File: src/rtl/serial_add.sv
// Digit-serial adder: adds DIGIT bits per clock over N = WIDTH/DIGIT RUN cycles.
// Latency: done pulses N+1 cycles after the accept cycle; ready only in IDLE.
// Optional subtract path is built only when SERIAL_ADD_SUB_EN is defined.
module serial_add #(
  parameter int WIDTH = 16,
  parameter int DIGIT = 4
) (
  input  logic             clk,
  input  logic             rst_n,
  input  logic             start,
  output logic             ready,
  input  logic [WIDTH-1:0] val0,
  input  logic [WIDTH-1:0] val1,
  input  logic             sub,
  output logic [WIDTH-1:0] sum,
  output logic             carry,
  output logic             overflow,
  output logic             done
);

  localparam int N  = WIDTH / DIGIT;
  localparam int KW = (N > 1) ? $clog2(N) : 1;

  typedef enum logic [1:0] {IDLE, RUN, DONE} state_t;

  state_t           state;
  state_t           state_nxt;
  logic [WIDTH-1:0] op_a;
  logic [WIDTH-1:0] op_b;
  logic             cy;
  logic [KW-1:0]    k;
  logic             last_digit;
  logic             accept;
  logic [DIGIT-1:0] dig_a;
  logic [DIGIT-1:0] dig_b;
  logic [DIGIT:0]   dig_sum;
  logic             msb_cin;
  logic [WIDTH-1:0] b_in;
  logic             cin0;

`ifdef SERIAL_ADD_SUB_EN
  // Subtract is a + ~b + 1: invert the second operand and seed the carry.
  assign b_in = sub ? ~val1 : val1;
  assign cin0 = sub;
`else
  logic unused_sub;
  assign unused_sub = sub;
  assign b_in       = val1;
  assign cin0       = 1'b0;
`endif

  assign accept     = start && ready;
  assign last_digit = (k == KW'(N - 1));
  assign dig_a      = op_a[k*DIGIT +: DIGIT];
  assign dig_b      = op_b[k*DIGIT +: DIGIT];
  assign dig_sum    = {1'b0, dig_a} + {1'b0, dig_b} + {{DIGIT{1'b0}}, cy};
  // Carry into the MSB recovered from the MSB's inputs and its sum bit.
  assign msb_cin    = dig_a[DIGIT-1] ^ dig_b[DIGIT-1] ^ dig_sum[DIGIT-1];

  // State register; reset wins over a simultaneous start.
  always_ff @(posedge clk) begin
    if (!rst_n) state <= IDLE;
    else        state <= state_nxt;
  end

  // Next-state and handshake outputs.
  always_comb begin
    state_nxt = state;
    ready     = 1'b0;
    done      = 1'b0;
    case (state)
      IDLE: begin
        ready = 1'b1;
        if (start) state_nxt = RUN;
      end
      RUN: begin
        if (last_digit) state_nxt = DONE;
      end
      DONE: begin
        done      = 1'b1;
        state_nxt = IDLE;
      end
      default: state_nxt = IDLE;
    endcase
  end

  // Operand capture and one digit of addition per RUN cycle.
  always_ff @(posedge clk) begin
    if (!rst_n) begin
      op_a     <= '0;
      op_b     <= '0;
      cy       <= 1'b0;
      k        <= '0;
      sum      <= '0;
      carry    <= 1'b0;
      overflow <= 1'b0;
    end else if (accept) begin
      op_a     <= val0;
      op_b     <= b_in;
      cy       <= cin0;
      k        <= '0;
      sum      <= '0;
      carry    <= 1'b0;
      overflow <= 1'b0;
    end else if (state == RUN) begin
      sum[k*DIGIT +: DIGIT] <= dig_sum[DIGIT-1:0];
      cy <= dig_sum[DIGIT];
      k  <= k + KW'(1);
      if (last_digit) begin
        carry    <= dig_sum[DIGIT];
        overflow <= msb_cin ^ dig_sum[DIGIT];
      end
    end
  end

endmodule
File: config.mk
export PLATFORM = sky130hd
export DESIGN_NAME = serial_add
export DESIGN_NICKNAME = d
export VERILOG_FILES = /design/src/rtl/serial_add.sv
export SDC_FILE = /design/constraint.sdc
export NUM_CORES = 1
export LEC_CHECK = 0
export ABC_CLOCK_PERIOD_IN_PS = 5900
export CAP_MARGIN = 10
export CORE_UTILIZATION = 30
export DETAILED_ROUTE_END_ITERATION = 12
export PLACE_DENSITY_LB_ADDON = 0.2
export SLEW_MARGIN = 20
export SYNTH_ARGS = -nofsm -noshare
export SYNTH_HDL_FRONTEND = slang
export SYNTH_SLANG_ARGS = --single-unit
File: constraint.sdc
create_clock -name clk -period 5.9 [get_ports clk]
set_input_delay 0.59 -clock clk [delete_from_list [all_inputs] [get_ports clk]]
set_output_delay 0.59 -clock clk [all_outputs]
set_load 0.02 [all_outputs]
Yosys cells after proc, flatten, opt, wreduce, memory -nomap -nowiden
Index checks and enable logic that the tools add are counted.
W data, S select, Z words.
- register bits after elaboration: 55
- bits of input ports: 36
- output and inout port bits: 20
- $add $sub $neg: 4
- equality and inequality tests: 5
- shift operators: 4
- muxes and demuxes: 6
- bitwise logic cells: 4
- reduce and logical (&&, ||, !) cells: 5
- operators with widths (operator ; number):
    $neg A4 Y34 ; 1
    $shift A4 B34 Y16 const A ; 1
    $shiftx A4 B34 Y16 ; 1
    $shiftx A16 B5 Y4 ; 2
    $bwmux W16 ; 1
    $add A4 B4 Y5 ; 1
    $add A5 B1 Y5 ; 1
    $eq A2 B2 Y1 const B ; 2
    $mux W2 ; 2
    $ne A2 B2 Y1 const B ; 2
    $pmux W2 S2 ; 1
    $reduce_and A2 Y1 ; 2
    $xor A1 B1 Y1 ; 3
    $add A2 B1 Y2 const B ; 1
    $eq A2 B1 Y1 const B ; 1
    $logic_not A2 Y1 ; 1
    $mux W1 ; 2
    $reduce_or A2 Y1 ; 1
    $logic_and A1 B1 Y1 ; 1
    $not A1 Y1 ; 1

Depth between registers and ports, before layout
Gate-level depths: netlist of the first run.
- word-level depth: 5
- mapped depth: 8
- depth with buffers taken out: 7

Worst setup path before layout of the first run
OpenSTA, ideal clock, no wires.
- path kind: register to register
- start: register k[0]
- end: register overflow
- setup time: 91 ps
- arrival time: 2810 ps
- data required time: 5809 ps
- slack: 2999 ps
- cell stages (with the launch flop): 9
- clock period less this slack: 2901 ps
- path through: dfxtp_1 buf_4 mux4_2 fa_1 fa_1 a21o_1 a21oi_1 xor2_1 a311oi_1
- longest elaborated chain between the ends: 5
- ends and longest elaborated chain (item ; RTL line ; text):
    start: declaration ; 31 ; logic [KW-1:0] k;
    start signal: assignment ; 108 ; k <= k + KW'(1);
    $shiftx A16 B5 Y4 (on tied branches) ; 54, 55 ;
    $add A4 B4 Y5 ; 56 ; assign dig_sum = {1'b0, dig_a} + {1'b0, dig_b} + {{DIGIT{1'b0}}, cy};
    $add A5 B1 Y5 ; 56 ;
    $xor A1 B1 Y1 ; 58 ; assign msb_cin = dig_a[DIGIT-1] ^ dig_b[DIGIT-1] ^ dig_sum[DIGIT-1];
    $xor A1 B1 Y1 ; 111 ; overflow <= msb_cin ^ dig_sum[DIGIT];
    end signal: assignment ; 111 ;
    end: declaration ; 17 ; output logic overflow,
Several ways; a longest one is shown, not always the timed one.
A chain may end at the register's enable or synchronous reset.

Final worst setup path of the first run
- start: register k[1]
- end: register overflow
The elaborated chain is that of the path after synthesis.

==> results.tsv, run 1 <==
metric	value	unit
fin cells	413	
max-slew violation count	0	
Setup CP Type	reg2reg	
max incr delay on CP	0.77	ns
Mapped Cells	261	
All-Layer GR Usage	13.3	%
Post-Syn Nets	308	
Ports	56	
TritonRoute pass-1 iters	4	
Final GP Congestion	0.710	
cts bufs inserted	5	
Std-Cell Rows	32	
Worst EP arrival	3.39	ns
most frequent cell after synthesis	nand2_1	
Max VDD drop	0.0840	mV
diode count	0	
Die Y	93.0	um
worst hold path type	reg2reg	
Yosys top cell by area	dfxtp_1	
largest net degree at the start of global routing	36	
Final #Nets	357	
outcome	finished clean	
via/cell ratio	4.69	
PD cells	229	nW/um^2
largest cells by area after synthesis	dfxtp_1 44%, nand2_1 11%, a21boi_1 8.8%, mux4_2 7.3%, ha_1 4.5%	
detailed placement HPWL	3790	um
Ys Warns	0	
flip-flop and latch count after synthesis	55	
Req. time, crit path	6.10	ns
Reg clk slew, reported paths	0.10	ns
TritonCTS clock tree	yes	
CTS resizes	0	
top cell type's share of synthesized area	44.3	%
Pleak	1.17	nW
Critical Path End Type	register	
Total Wirelength	5280	um
post-synthesis async set-or-reset flop share	0	%
actual slew at the worst max-slew pin	0.711	ns
Post-Place Cells	404	
Port Buf Inserts	54	
vias in the first global route	1889	
Synth Flop Type	dfxtp_1	
initial antenna violation count	0	
Post-Synthesis Cell Area	2480	um^2
worst skew pair latency	0.31	ns
Achievable Freq	314	MHz
DRC	0	
Avg Cell Area, Syn	9.52	um^2
number of max-cap violations	0	
Final Cycle Share	54.1	%
Post-CTS Repair Setup Buffers	0	
first-pass GRT wire length	9030	um
Hold-fix buffers, CTS	0	
DR iter-0 viols	76	
chip width	93.0	um
vias	1936	
Slew HR	52.5	%
area of the core	7850	um^2
Syn-to-layout area delta	28.6	%
CTS H-tree depth	2	
Die ar.	8650	um^2
Final Critical Period	3.19	ns
CTS Buffer Depth	2	
synth unique cells	35	
Routed Antenna Nets	0	
Root Driver	clkbuf_8	
Setup crit start kind	register	
Post-synth EDFFs	0	
Num Clock Sinks	55	
RSZ-0062 raised after global routing	false	
critical path's most frequent cell	fa_1	
setup violators final	0	
CP max-delay cell	dfxtp_1	
layout cells sized above 1	8.36	%
crit path max fanout	12	
WL/cell	12.8	um
Initial Util	31.6	%
CP cell instances	mux4_2 -> fa_1 -> fa_1 -> a21o_1 -> a21oi_1 -> xor2_1 -> a311oi_1	
commonest cells in the netlist	73 x nand2_1, 55 x dfxtp_1, 29 x a21boi_1, 22 x nor2_1, 12 x a22oi_1	
setup_tns	0	ns
final hold violation count	0	
worst clock skew	0.00995	ns
register area share after synthesis	44.3	%
GRT overflow	0	
where the power goes:
part           switching [W]  total, W  internal (W)
Combinational      0.0000569  0.000112     0.0000547
Clock               0.000119  0.000226      0.000107
Sequential        0.00000826  0.000395      0.000387
Total               0.000184  0.000732      0.000549
per-stage QoR:
step	cell area, um^2	setup WS (ns)	util (%)	power (W)	hold slack (ns)
floorplan	2480	3.00	-	0.000475	0.432
detailed placement	3080	2.71	39.2	0.000516	0.445
global route	3190	2.53	40.7	0.000773	0.477
global placement	3080	2.78	39.2	0.000514	0.440
CTS	3180	2.69	40.5	0.000740	0.458
finish	3190	2.71	40.7	0.000732	0.455
routing by layer:
| layer | part of all wire (%) | vias to the layer above | track usage (%) |
|---|---|---|---|
| li1 | - | 995 | - |
| met2 | 45 | 42 | 21.1 |
| met5 | 0 | - | 0 |
| met3 | 3.7 | 7 | 3.01 |
| met4 | 1.3 | 0 | 4.23 |
| met1 | 50 | 892 | 17.8 |
worst max-delay path: cells and delay by family, from the launching register on:
family	cells	cell delay, ns
AO/OA/AOI/OAI	3	0.73
flip-flops	1	0.77
adder cells (fa/ha/maj)	2	0.86
XOR/XNOR	1	0.11
multiplexers	1	0.62
state kept, by name, summed over array words and instances, names as in the netlist:
signal    flops
carry         1
state         2
op_a         16
k             2
sum          16
op_b         16
cy            1
overflow      1
path summary, 6_finish.rpt:
check            from        to  slack (ns)  cells past startpoint
min          op_b[11]  op_b[11]        0.46                      2
min reg2reg  op_b[11]  op_b[11]        0.46                      2
max reg2reg      k[1]  overflow        2.71                      7
max              k[1]  overflow        2.71                      7
cells by family (layout without fill, tap and decap cells):
family                   after synthesis  in the layout  synth area share (%)
adder cells (fa/ha/maj)               11             11                  6.15
AND/OR/NAND/NOR                      108            108                  19.5
XOR/XNOR                               2              2                 0.705
AO/OA/AOI/OAI                         60             60                  18.1
multiplexers                           8              8                  7.25
flip-flops                            55             55                  44.3
buffers and inverters                 17             67                  3.88
layout make-up:
cell class              count  area (um^2)
multi-input cells         189         1290
fillers                   836         4650
well taps                 102          128
repair buffers             57          571
flip-flops and latches     55         1100
inverters                   2         7.51
clock buffers               8          100
cell usage in the layout, fill, tap and decap left out, drive strengths merged, types with 3 or more instances in the layout:
cell / instances
a21boi: 32
a21oi: 5
a22oi: 12
a32oi: 4
buf: 3
clkbuf: 8
clkdlybuf4s50: 54
dfxtp: 55
ha: 9
mux4: 8
nand2: 74
nor2: 23
No activity file was read; power rests on OpenSTA's default activity.
==> run 2: changes to the inputs <==
Settings changed: ABC_CLOCK_PERIOD_IN_PS 5900 to 3300.
Clock period 5.9 ns to 3.3 ns, I/O delays scaled along.
==> run 2 against run 1 <==
- utilization barely moved
- combinational power increased by 81%
- fmax increased by 13%
- clock power up 58%
- largest power group unchanged
- global-route usage down 0.29 points
==> results.tsv, run 2 (synthesis gave the netlist of run 1 again) <==
metric	value	unit	change
final hold violation count	0		unchanged
diode count	0		unchanged
Initial Util	31.6	%	unchanged
RSZ-0062 raised after global routing	false		
setup_tns	0	ns	unchanged
actual slew at the worst max-slew pin	0.717	ns	+0.00616 ns
Critical Path End Type	register		
All-Layer GR Usage	13.0	%	-0.29 points
Final Cycle Share	85.3	%	+31 points
Switching Fraction	25.7	%	+0.61 points
Design Power	0.00126	W	+73%
PD cells	396	nW/um^2	+73%
vias	1952		+0.83%
max-slew violation count	0		unchanged
Setup crit start kind	register		
Hold-fix buffers, CTS	0		unchanged
via/cell ratio	4.69		about the same
CTS resizes	0		unchanged
Max VDD drop	0.151	mV	+80%
DRC	0		unchanged
Setup CP Type	reg2reg		
Worst EP arrival	3.02	ns	-0.37 ns
detailed placement HPWL	3890	um	+2.6%
most frequent cells in the layout	73 x nand2_1, 55 x dfxtp_1, 54 x clkdlybuf4s50_1, 29 x a21boi_1, 22 x nor2_1		
layout cells sized above 1	8.92	%	+0.56 points
Std-Cell Rows	32		unchanged
chip width	93.0	um	unchanged
cts bufs inserted	5		unchanged
worst skew pair latency	0.31	ns	about the same
Root Driver	clkbuf_8		
TritonRoute pass-1 iters	4		unchanged
Seq pwr share	55.8	%	+1.9 points
most common cell after layout, fill and taps aside	nand2_1		
Final GP Congestion	0.723		+1.7%
crit path max fanout	12		unchanged
vias in the first global route	1883		-0.32%
first-pass GRT wire length	8800	um	-2.4%
largest net degree at the start of global routing	36		unchanged
Total Wirelength	5260	um	-0.36%
Achievable Freq	355	MHz	+13%
Psw	0.000325	W	+77%
Final Worst Setup Slack	0.484	ns	-2.23 ns
WL/cell	12.6	um	-1.1%
setup violators final	0		unchanged
worst clock skew	0.00578	ns	-0.00418 ns
initial antenna violation count	0		unchanged
TritonCTS clock tree	yes		
internal power	0.000940	W	+71%
Final Critical Period	2.82	ns	-0.373 ns
fin cells	416		+0.73%
Post-Place Cells	408		+0.99%
Die ar.	8650	um^2	unchanged
Ports	56		unchanged
Reg clk slew, reported paths	0.09	ns	about the same
GRT overflow	0		unchanged
number of max-cap violations	0		unchanged
Pleak	1.18	nW	+0.32%
DR iter-0 viols	75		-1.3%
Num Clock Sinks	55		unchanged
outcome	finished clean		
CTS H-tree depth	2		unchanged
logic gate share of total power	16.0	%	+0.8 points
biggest regs	op_a x16, op_b x16, sum x16		
Port Buf Inserts	54		unchanged
Post-CTS Repair Setup Buffers	0		unchanged
CTS Buffer Depth	2		unchanged
Routed Antenna Nets	0		unchanged
Hold Slack	0.454	ns	-0.00124 ns
Clock power frac	28.2	%	-2.7 points
Req. time, crit path	3.51	ns	-2.59 ns
Die Y	93.0	um	unchanged
Slew HR	52.1	%	-0.41 points
area of the core	7850	um^2	unchanged
pre-CTS setup slack	0.512	ns	-2.20 ns
Final #Nets	360		+0.84%
worst hold path type	reg2reg		
Syn-to-layout area delta	28.4	%	
-- run 2: area by class of cell --
cell class	count	area [um^2]
Inverter	2	7.51
Timing Repair Buffer	60	586
Clock inverter	1	5.00
Multi-Input combinational cell	189	1290
Fill cell	811	4660
Tap cell	102	128
Clock buffer	7	76.3
Sequential cell	55	1100
-- run 2: final timing paths --
check / from / to / slack [ns] / cells after the start
hold / removal: op_b[10] / op_b[10] / 0.45 / 2
setup reg to reg: k[0] / overflow / 0.48 / 8
hold reg to reg: op_b[10] / op_b[10] / 0.45 / 2
setup / recovery: k[0] / overflow / 0.48 / 8
-- run 2: through the flow --
stage                     util (%)  area [um^2]
after floorplan                  -         2480
final                         40.6         3190
after global routing          40.6         3190
after global placement        39.6         3110
after detailed placement      39.6         3110
after CTS                     40.6         3190
-- run 2: power by group through the flow --
stage,sequential (W),clock (W),combinational (W)
3_5_place_dp,0.000722,0,0.000206
5_1_grt,0.000710,0.000389,0.000225
3_3_place_gp,0.000721,0,0.000204
2_1_floorplan,0.000720,0,0.000129
4_1_cts,0.000706,0.000367,0.000206
6_report,0.000706,0.000356,0.000203
-- run 2: metal layers --
metal | vias to the layer above | routed length, um | GRT usage, %
li1 | 1002 | - | -
met1 | 890 | 2610 | 17.2
met2 | 52 | 2340 | 20.8
met3 | 8 | 231 | 2.85
met4 | 0 | 76 | 4.62
met5 | - | 0 | 0
-- run 2: worst max-delay path, cell delays in order (launching register included) --
cell and delay, ns:
dfxtp_1 0.39, buf_4 0.25, mux4_2 0.36, fa_1 0.45, fa_1 0.42, a21o_1 0.17
a21oi_1 0.28, xor2_1 0.13, a311oi_1 0.27
==> run 3: changes to the inputs <==
Settings changed: CORE_ASPECT_RATIO from default to 0.5.
==> run 3 against run 2 <==
- the flow now finishes with violations (DRC)
- combinational power barely moved
- non-clock buffer count fell by 1
- worst hold slack worse by 0.00091 ns
- sequential power about the same
- sequential cell count unchanged
- cell count up 2.2%
- first-iteration DRC count rose by 16%
- die area is 0.26% higher
- clock-buffer cell count fell by 1
- clock power is 46% higher
- critical path type unchanged
- highest routed layer is now met3
==> results.tsv, run 3 (synthesis gave the netlist of run 1 again) <==
metric	value	unit	change
Final Cycle Share	84.9	%	-0.48 points
Design Power	0.00143	W	+13%
crit path max fanout	5		-7
fin cells	425		+2.2%
Slew HR	53.3	%	+1.2 points
via/cell ratio	4.70		+0.14%
most frequent cells in the layout	73 x nand2_1, 55 x dfxtp_1, 54 x clkdlybuf4s50_1, 29 x a21boi_1, 22 x nor2_1		
critical path depth in cells	7		-1
setup_tns	0	ns	unchanged
CP top delay family	adder cells		
Root Driver	clkbuf_16		
Setup CP Type	reg2reg		
worst hold path type	reg2reg		
Final #Nets	359		-0.28%
Min-Delay Path Depth	2		unchanged
Ports	56		unchanged
WL/cell	13.0	um	+3.3%
GRT overflow	0		unchanged
setup violators final	0		unchanged
worst clock skew	0.00919	ns	+0.00342 ns
DRC	1		+1
internal power	0.00107	W	+14%
PD cells	440	nW/um^2	+11%
worst skew pair latency	0.29	ns	-0.02 ns
detailed placement HPWL	4090	um	+5.0%
Buf/Inv on CP	0		-1
Post-Place Cells	417		+2.2%
most common cell after layout, fill and taps aside	nand2_1		
Die ar.	8670	um^2	+0.26%
All-Layer GR Usage	13.6	%	+0.60 points
Psw	0.000360	W	+11%
logic gate share of total power	14.2	%	-1.8 points
violated checks	DRC		
chip width	131	um	+41%
RSZ-0062 raised after global routing	false		
Final GP Congestion	0.754		+4.4%
outcome	finished with violations		
initial antenna violation count	1		+1
Seq pwr share	49.5	%	-6.3 points
pre-CTS setup slack	0.525	ns	+0.0133 ns
layout cells sized above 1	8.95	%	+0.028 points
area of the core	8000	um^2	+1.9%
max-slew violation count	0		unchanged
Initial Util	31.0	%	-0.60 points
diode count	0		unchanged
Std-Cell Rows	23		-28%
CTS Buffer Depth	2		unchanged
Port Buf Inserts	54		unchanged
Critical Path End Type	register		
Routed Antenna Nets	0		unchanged
Pleak	1.20	nW	+1.6%
CTS H-tree depth	2		unchanged
first-pass GRT wire length	9060	um	+2.9%
Switching Fraction	25.2	%	-0.53 points
Hold-fix buffers, CTS	0		unchanged
number of max-cap violations	0		unchanged
vias in the first global route	1891		+0.42%
Syn-to-layout area delta	31.0	%	
CTS resizes	0		unchanged
Clock power frac	36.3	%	+8.1 points
final hold violation count	0		unchanged
cts bufs inserted	5		unchanged
Final Critical Period	2.80	ns	-0.0158 ns
vias	1997		+2.3%
Num Clock Sinks	55		unchanged
Worst EP arrival	2.99	ns	-0.03 ns
Die Y	66.3	um	-29%
Reg clk slew, reported paths	0.07	ns	-0.02 ns
Setup crit start kind	register		
largest net degree at the start of global routing	36		unchanged
CP max-delay cell	mux4_2		
max incr delay on CP	0.56	ns	+0.11 ns
R2R depth	7		-1
Achievable Freq	357	MHz	+0.56%
biggest regs	op_a x16, op_b x16, sum x16		
critical path's most frequent cell	fa_1		
TritonRoute pass-1 iters	8		+4
CP cell instances	mux4_2 -> fa_1 -> fa_1 -> a21o_1 -> a21oi_1 -> xor2_1 -> a311oi_1		
TritonCTS clock tree	yes		
DR iter-0 viols	87		+16%
Post-CTS Repair Setup Buffers	0		unchanged
Total Wirelength	5550	um	+5.5%
Max VDD drop	0.215	mV	+42%
actual slew at the worst max-slew pin	0.699	ns	-0.0173 ns
Final Worst Setup Slack	0.500	ns	+0.0158 ns
Req. time, crit path	3.49	ns	-0.02 ns
run 3: changes by cell type in the layout (fill, tap and decap cells not counted), sizes merged:
cell	before	now
clkbuf	7	6
buf	6	5
clkinvlp	0	1
run 3: per-layer routing:
| layer | part of all wire [%] | wire (um) | track usage (%) |
|---|---|---|---|
| met5 | 0 | 0 | 0 |
| met3 | 3.9 | 216 | 3.56 |
| met4 | 0 | 0 | 2.73 |
| met1 | 50 | 2770 | 17.8 |
| met2 | 46 | 2560 | 22.5 |
run 3: worst paths after layout:
path / slack [ns] / startpoint / end
setup / recovery: 0.50 / k[0] / overflow
hold / removal: 0.45 / op_a[10] / op_a[10]
hold reg to reg: 0.45 / op_a[10] / op_a[10]
setup reg to reg: 0.50 / k[0] / overflow
run 3: stage by stage:
stage,util (%),area (um^2),hold WS [ns]
2_1_floorplan,-,2480,0.432
3_3_place_gp,38.9,3110,0.443
3_5_place_dp,38.9,3110,0.449
4_1_cts,40.7,3250,0.459
5_1_grt,40.7,3250,0.474
6_report,40.7,3250,0.453
run 3: layout make-up:
class | count | area [um^2]
tap | 112 | 140
clock inverter | 2 | 12.5
multi-input combinational | 189 | 1290
sequential | 55 | 1100
clock buffer | 6 | 129
inverter | 2 | 7.51
timing repair buffer | 59 | 578
fill | 819 | 4750
run 3: power groups by stage:
stage,Combinational [W],Sequential [W],Clock (W)
detailed placement,0.000205,0.000723,0
global placement,0.000203,0.000722,0
global route,0.000224,0.000711,0.000567
floorplan,0.000129,0.000720,0
finish,0.000203,0.000707,0.000520
CTS,0.000206,0.000708,0.000529
run 3: worst min-delay path: cells and delay by family (launching register included):
kind / cells / cell delay [ns]
and+or+nand+nor: 1 / 0.05
DFF: 1 / 0.31
AOI/OAI and AO/OA: 1 / 0.05
